### src/rtl/fetch_unit.sv
// ---------------------------------------------------------------------------
// fetch_unit
//
// Instruction fetch stage sitting in front of the decoder. It owns the
// program counter and fetches one word at a time from instruction memory
// over a req/valid handshake. Memory latency may vary, and the memory may
// answer in the same cycle as the request. The fetched instruction is held
// on inst/inst_valid until the decoder accepts it. On accept the PC moves
// to pc+4, or to the branch target when branchEn is set. A flush can
// redirect the PC in any state.
//
// Ports
//   clk, rst             clock; synchronous active-high reset
//   stall                decoder not ready, so the held instruction stays
//   branchEn             on accept, take branchTarget instead of pc+4
//   branchTarget         branch/jump target (low two bits are cleared)
//   flush, flushPc       redirect request and address; beats branchEn
//   imem_req, imem_addr  fetch request and word-aligned address (= pc)
//   imem_rdata           returned instruction word
//   imem_valid           imem_rdata is valid this cycle
//   inst, inst_valid     instruction presented to the decoder
//   pc, pcPlus4          address of current request/held instruction, +4
//   misalign_err         one-cycle pulse: a misaligned target was taken
//   fetch_timeout        sticky flag: a request waited too long
// ---------------------------------------------------------------------------
module fetch_unit #(
  parameter logic [31:0] RESET_PC       = 32'h0000_0000,
  parameter logic [15:0] TIMEOUT_CYCLES = 16'd64,
  parameter logic [31:0] NOP_INST       = 32'h0000_0013
) (
  input  logic        clk,
  input  logic        rst,
  input  logic        stall,
  input  logic        branchEn,
  input  logic [31:0] branchTarget,
  input  logic        flush,
  input  logic [31:0] flushPc,
  output logic        imem_req,
  output logic [31:0] imem_addr,
  input  logic [31:0] imem_rdata,
  input  logic        imem_valid,
  output logic [31:0] inst,
  output logic        inst_valid,
  output logic [31:0] pc,
  output logic [31:0] pcPlus4,
  output logic        misalign_err,
  output logic        fetch_timeout
);

  typedef enum logic [1:0] {
    S_RESET = 2'd0,
    S_REQ   = 2'd1,
    S_HOLD  = 2'd2
  } state_t;

  state_t      state_reg;
  logic [31:0] pc_reg;
  logic [31:0] inst_reg;
  logic [31:0] redirect_reg;   // flush target waiting for the in-flight word
  logic        req_reg;
  logic        valid_reg;
  logic        drop_reg;       // the in-flight word belongs to a flushed path
  logic        mis_reg;
  logic        timeout_reg;
  logic [15:0] wdog_reg;

  logic [31:0] flush_aligned;
  logic [31:0] branch_aligned;
  logic [31:0] pc_plus4;
  logic        flush_misaligned;
  logic        branch_misaligned;
  logic [15:0] wdog_next;
  logic        wdog_hit;

  assign flush_aligned     = {flushPc[31:2], 2'b00};
  assign branch_aligned    = {branchTarget[31:2], 2'b00};
  assign flush_misaligned  = |flushPc[1:0];
  assign branch_misaligned = |branchTarget[1:0];
  assign pc_plus4          = pc_reg + 32'd4;

  // The counter saturates so that a very long wait cannot wrap it back to
  // zero. The flag is sticky in any case.
  assign wdog_next = (wdog_reg == 16'hFFFF) ? wdog_reg : wdog_reg + 16'd1;
  assign wdog_hit  = (TIMEOUT_CYCLES != 16'd0) && (wdog_next == TIMEOUT_CYCLES);

  always_ff @(posedge clk) begin
    if (rst) begin
      state_reg    <= S_RESET;
      pc_reg       <= RESET_PC;
      inst_reg     <= NOP_INST;
      redirect_reg <= RESET_PC;
      req_reg      <= 1'b0;
      valid_reg    <= 1'b0;
      drop_reg     <= 1'b0;
      mis_reg      <= 1'b0;
      timeout_reg  <= 1'b0;
      wdog_reg     <= 16'd0;
    end else begin
      // misalign_err is a single-cycle pulse. Any branch below that takes a
      // misaligned target raises it again.
      mis_reg <= 1'b0;

      case (state_reg)
        S_RESET: begin
          state_reg <= S_REQ;
          req_reg   <= 1'b1;
          wdog_reg  <= 16'd0;
          if (flush) begin
            pc_reg  <= flush_aligned;
            mis_reg <= flush_misaligned;
          end
        end

        S_REQ: begin
          if (imem_valid) begin
            wdog_reg <= 16'd0;
            drop_reg <= 1'b0;
            if (flush) begin
              // Returning data belongs to the abandoned path. Refetch from
              // the new target, and stay in S_REQ.
              pc_reg  <= flush_aligned;
              mis_reg <= flush_misaligned;
            end else if (drop_reg) begin
              // This is the late answer to a flushed request. Throw it away
              // and start the redirected fetch.
              pc_reg <= redirect_reg;
            end else begin
              inst_reg  <= imem_rdata;
              valid_reg <= 1'b1;
              req_reg   <= 1'b0;
              state_reg <= S_HOLD;
            end
          end else begin
            wdog_reg <= wdog_next;
            if (wdog_hit) begin
              timeout_reg <= 1'b1;
            end
            if (flush) begin
              // The bus request must stay stable until it completes, so
              // only record where to go afterwards.
              redirect_reg <= flush_aligned;
              drop_reg     <= 1'b1;
              mis_reg      <= flush_misaligned;
            end
          end
        end

        S_HOLD: begin
          wdog_reg <= 16'd0;
          if (flush) begin
            pc_reg    <= flush_aligned;
            mis_reg   <= flush_misaligned;
            inst_reg  <= NOP_INST;
            valid_reg <= 1'b0;
            req_reg   <= 1'b1;
            state_reg <= S_REQ;
          end else if (!stall) begin
            pc_reg    <= branchEn ? branch_aligned : pc_plus4;
            mis_reg   <= branchEn & branch_misaligned;
            inst_reg  <= NOP_INST;
            valid_reg <= 1'b0;
            req_reg   <= 1'b1;
            state_reg <= S_REQ;
          end
        end

        default: begin
          state_reg <= S_RESET;
          req_reg   <= 1'b0;
          valid_reg <= 1'b0;
          inst_reg  <= NOP_INST;
        end
      endcase
    end
  end

  assign imem_req      = req_reg;
  assign imem_addr     = pc_reg;
  assign inst          = inst_reg;
  assign inst_valid    = valid_reg;
  assign pc            = pc_reg;
  assign pcPlus4       = pc_plus4;
  assign misalign_err  = mis_reg;
  assign fetch_timeout = timeout_reg;

endmodule

### config.mk
export PLATFORM = sky130hd
export DESIGN_NAME = fetch_unit
export DESIGN_NICKNAME = d
export VERILOG_FILES = /design/src/rtl/fetch_unit.sv
export SDC_FILE = /design/constraint.sdc
export NUM_CORES = 1
export LEC_CHECK = 0
export ABC_AREA = 1
export CAP_MARGIN = 20
export CORE_ASPECT_RATIO = 0.75
export CORE_MARGIN = 2
export CORE_UTILIZATION = 35
export DETAILED_ROUTE_END_ITERATION = 10
export HOLD_SLACK_MARGIN = 0.15
export SYNTH_ARGS = -nofsm -noshare
export SYNTH_HDL_FRONTEND = slang
export SYNTH_SLANG_ARGS = --single-unit
export TNS_END_PERCENT = 100
### constraint.sdc
create_clock -name clk -period 2.73 [get_ports clk]
set_clock_uncertainty 0.1 [all_clocks]
set_input_delay 0.6825 -clock clk [delete_from_list [all_inputs] [get_ports clk]]
set_output_delay 0.6825 -clock clk [all_outputs]
set_load 0.01 [all_outputs]
After elaboration in Yosys (flattened, before gate mapping)
Cells that the tools add are included.

cells by class
  add/subtract/negate cells = 2
  $mul = 0
  div/mod/pow operators = 0
  order comparisons = 0
  equal/unequal tests = 10
  shifts and indexed selects = 0
  muxes and demuxes = 41
  bitwise gates (word level) = 3
  reductions and logical operators = 14

operator list
  operator                                               count
  2-to-1 mux 32 bit                                      12
  case mux 32 bit (3 select lines)                       2
  adder 32 x 3 -> 32 bit (second input constant)         1
  2-to-1 mux 16 bit                                      2
  case mux 16 bit (2 select lines)                       1
  adder 16 x 1 -> 16 bit (second input constant)         1
  equality test 16 bit (second input constant)           1
  equality test 16 x 7 -> 1 bit (second input constant)  1
  2-to-1 mux 1 bit                                       15
  2-to-1 mux 2 bit                                       5
  AND reduction 5 bit                                    2
  != test 2 bit (second input constant)                  4
  OR reduction 2 bit                                     4
  != test 3 bit (second input constant)                  2
  case mux 1 bit (3 select lines)                        2
  case mux 2 bit (3 select lines)                        1
  AND reduction 3 bit                                    2
  AND reduction 4 bit                                    1
  nonzero test 2 bit                                     2
  nonzero test 3 bit                                     1
  equality test 2 x 1 -> 1 bit (second input constant)   1
  equality test 2 bit (second input constant)            1
  zero test 2 bit                                        1
  NOT 1 bit                                              2
  other kinds (3)                                        3

word-level totals
  register bits after elaboration = 117
  bits in latches = 0
  memory bits (writable) = 0
  memory bits (read-only) = 0
  bits of input ports = 102
  memories kept = 0

Longest topological paths before layout
  depth in word-level cells = 5
  depth in mapped cells = 13
  mapped depth without buffers = 13

Least setup slack after synthesis
OpenSTA, ideal clock, no wires.

  path type = reg-to-output
  start = register pc_reg[2] (netlist: imem_addr[2])
  end = output port pcPlus4[22]
  arrival time = 1.468 ns
  data required time = 1.947 ns
  path slack = 0.479 ns
  cell stages (with the launch flop) = 8
  buffers on the path = 0
  cell sequence = dfxtp_1 ha_1 nand3_2 nor2_4 nand2_4 nor2_4 nand3_1 and2_1

on the way
  word-level cells in the longest chain between the ends = 1

ends and longest elaborated chain
  item                      RTL line  source
  start: declaration        57        logic [31:0] pc_reg;
  start signal: assignment  109       pc_reg <= flush_aligned;
  start signal: assignment  121       pc_reg <= flush_aligned;
  start signal: assignment  126       pc_reg <= redirect_reg;
  adder 32 x 3 -> 32 bit    79        assign pc_plus4 = pc_reg + 32'd4;
  end: declaration          45        output logic [31:0] pcPlus4,

No other way between the ends.

Final worst setup path
  start = register pc_reg[3] (netlist: imem_addr[3])
  end = output port pcPlus4[16]

The elaborated chain is that of the path after synthesis.

==> summary.md <==
| Metric | Value |
|---|---|
| Worst reg2reg setup slack | between 400 and 500 ps |
| Post-DP HPWL | approximately 19000 um |
| Worst setup EP type | output port |
| PwrDens | ~880 nW/um^2 |
| Post-Syn Instances | between 1000 and 1500 |
| Combinational power share | 0.522 |
| Routed via count | 8501 |
| Worst Tran Pin Value | between 900 and 1000 ps |
| Type of the tightest min-delay check | reg -> reg |
| Worst skew pair latency | 420 ps |
| Area grow syn2layout | 51.7% |
| Reg2Reg Capture Point | fetch_timeout |
| Yosys cell types | 40 |
| Most frequent cells in the layout | nand2_1, clkdlybuf4s50_1, a21oi_1, dfxtp_1, inv_1 |
| First-pass GRT wire length | slightly above 40000 um |
| Number of synthesized register bits | ~120 |
| Largest family of logic cells by synthesized area | simple AND/OR/NAND/NOR gates |
| Final Cycle Share | 0.999 |
| Die Wd | approximately 170 um |
| Total power draw | 9.81 mW |
| Die area | roughly 22000 um^2 |
| Worst Reg-to-Reg Cells | 12 |
| Final WL | approximately 27000 um |
| Fmax achieved | between 300 and 400 MHz |
| H-tree depth | 4 |
| First DRT Iteration DRCs | roughly 670 |
| Mux contribution to synthesized area | 0 |
| Worst Hold Depth | 2 |
| Compound-Gate Fraction of Synth Area | 0.166 |
| CTS clk-pin slew, worst paths | roughly 60 ps |
| Nets | between 1500 and 2000 |
| Root buffer cell | clkbuf_16 |
| Commonest non-fill, non-tap cell in the layout | nand2_1 |
| Drt first pass iters | 5 |
| Post-route DRC | 0 |
| Sink Count | approximately 120 |
| Simple-Gate Fraction of Synth Area | 0.355 |
| WL/cell | around 15 um |
| IO buf count | 227 |
| Register share of total power | 0.249 |
| Drt via density | a little under 5 |
| N_diodes | 0 |
| Sw Ratio | 0.395 |
| Final setup viols | 0 |
| Overflow after GRT | 0 |
| Post-Synth Adder-Cell Area | 0.0102 |
| Max-cap violation count | 0 |
| RSZ-0062 raised after global routing | true |
| Status | completed |
| Fin area | around 11000 um^2 |
| Endpoint, Worst Hold | fetch_timeout |
| Hold_sp | fetch_timeout |
| Fin crit period | 2730 ps |
| Synth Cell Area | ~7300 um^2 |
| Final GP Congestion | roughly 0.88 |
| Row count | 45 |
| Gr usage total | 0.239 |
| Hold Vio Cnt, Final | 0 |
| Vias in the first global route | roughly 7800 |
| Post-synthesis sequential area ratio | 0.314 |
| Critical Path AT | about 1900 ps |
| Cts bufs inserted | 17 |
| Max VDD drop | 0.000531 V |
| Pin count of the biggest net entering global routing | slightly below 80 |
| Number of synthesis warnings | 0 |
| Placed Area | 10100 um^2 |
| Req. time, crit path | ~2000 ps |
| Worst-path cell chain | ha_4, nand3_4, nor2_4, buf_6, inv_4, nor2_4, buf_6, xor2_2, buf_2 |
| Layout cells sized above 1 | 0.173 |
| Worst R2R Start | wdog_reg[0] |
| Post-CTS Hold Fix Bufs | 0 |
| Setup crit start kind | flop |
| Largest register FFs | 32 |
| Internal | around 5.9 mW |
| I/O pin cnt | about 230 |
| Clk buf depth | 2 |
| Largest stage delay, worst path | between 300 and 400 ps |
| Core ar. | between 20000 and 25000 um^2 |
| Final Max Slew Viols | 0 |
| Crit path max-delay cell type | dfxtp_4 |
| WS Path Type | reg -> out |
| Clock network fraction of design power | 0.230 |
| CTS tree | built |
| Synthesized area per cell | a little over 6 um^2 |
| Psw | 3.87 mW |
| Leak Pwr | ~4.7 nW |
| Layout fillers | 2018 |
| Synth Area in XOR/XNOR | 0.0249 |
| Initial antenna violation count | 1 |
| CP Max Fanout | 4 |
| Die height | 129 um |
| Slew headroom | 0.388 |
| Initial Util | 0.360 |
| DRT antenna net count | 0 |
-- logic make-up (layout without fill, tap and decap cells) --
kind of cell	Yosys count	count (layout)
XOR/XNOR	20	20
other	1	6
AND/OR/NAND/NOR	634	634
AO/OA/AOI/OAI	232	232
flip-flops	115	115
adder cells (fa/ha/maj)	6	6
buffers and inverters	196	452
-- power groups by stage --
| stage | Combinational, mW | Sequential [mW] | Clock [mW] |
|---|---|---|---|
| global route | 5.59 | 2.49 | 2.36 |
| floorplan | 2.45 | 2.56 | 0 |
| finish | 5.12 | 2.44 | 2.25 |
| CTS | 5.05 | 2.40 | 2.28 |
| global placement | 5.06 | 2.36 | 0 |
| detailed placement | 5.06 | 2.38 | 0 |
-- stage by stage --
step	setup WS (ps)	utilization	hold slack, ps	setup TNS [ps]	cells
2_1_floorplan	479	-	374	0	1209
3_3_place_gp	-8.97	0.496	341	-8.97	1697
3_5_place_dp	-12.7	0.496	349	-16.4	1697
4_1_cts	-168	0.537	357	-479	1740
5_1_grt	-86.8	0.547	369	-394	1747
6_report	2.95	0.547	350	0	1747
-- per-layer routing --
layer	global-route usage	vias to the layer above	part of all wire	routed length, um
li1	-	4286	-	-
met1	0.342	3852	0.48	12700
met2	0.352	334	0.42	11200
met3	0.0733	27	0.099	2650
met4	0.0489	2	0.0092	248
met5	0	-	0.00048	13
-- worst max-delay path by stage --
stage / from / endpoint / slack [ps]
2_1_floorplan: imem_addr[2] / pcPlus4[22] / 480
3_3_place_gp: imem_addr[2] / pcPlus4[12] / -9
3_5_place_dp: imem_addr[2] / pcPlus4[12] / -10
4_1_cts: imem_addr[3] / pcPlus4[10] / -170
5_1_grt: imem_addr[14] / pcPlus4[31] / -90
6_report: imem_addr[3] / pcPlus4[16] / 3
-- layout make-up --
type                       instances  area (um^2)  share of cell area
multi-input combinational        898         4410               0.396
inverter                         101          383              0.0344
tap                              282          353              0.0317
clock inverter                    11          138              0.0124
clock buffer                      20          437              0.0392
timing repair buffer             320         3080               0.276
sequential                       115         2340               0.210
-- cell usage after synthesis, drive strengths merged --
master / number / area, um^2
a211oi: 2 / 15.0
a21oi: 157 / 786
a221oi: 1 / 8.76
a31oi: 1 / 21.3
and2: 10 / 62.6
buf: 59 / 433
clkbuf: 36 / 135
clkinv: 2 / 8.75
conb: 1 / 3.75
dfxtp: 115 / 2300
ha: 6 / 75.1
inv: 99 / 372
nand2: 462 / 1750
nand3: 58 / 305
nand3b: 2 / 15.0
nand4: 4 / 31.3
nor2: 84 / 375
nor3: 11 / 55.1
o2111ai: 1 / 8.76
o211ai: 6 / 45.0
o21a: 1 / 7.51
o21ai: 58 / 290
o21bai: 4 / 30.0
o32ai: 1 / 8.76
or2: 3 / 18.8
xnor2: 6 / 52.6
xor2: 14 / 130
-- critical path, delay by kind of cell (launching register included) --
kind / cells / cell delay (ps)
buffers and inverters: 4 / 440
xor gates and xnor gates: 1 / 150
adders and majority gates: 1 / 150
and+or+nand+nor: 3 / 420
DFF: 1 / 360
-- timing repair --
action / in CTS / in global routing
setup endpoints to repair: 26 / 22
gates resized for setup: 121 / 70
pin swaps: 15 / 21
buffers inserted: 12 / 8
Note: power is estimated with default switching activity, not from simulation.
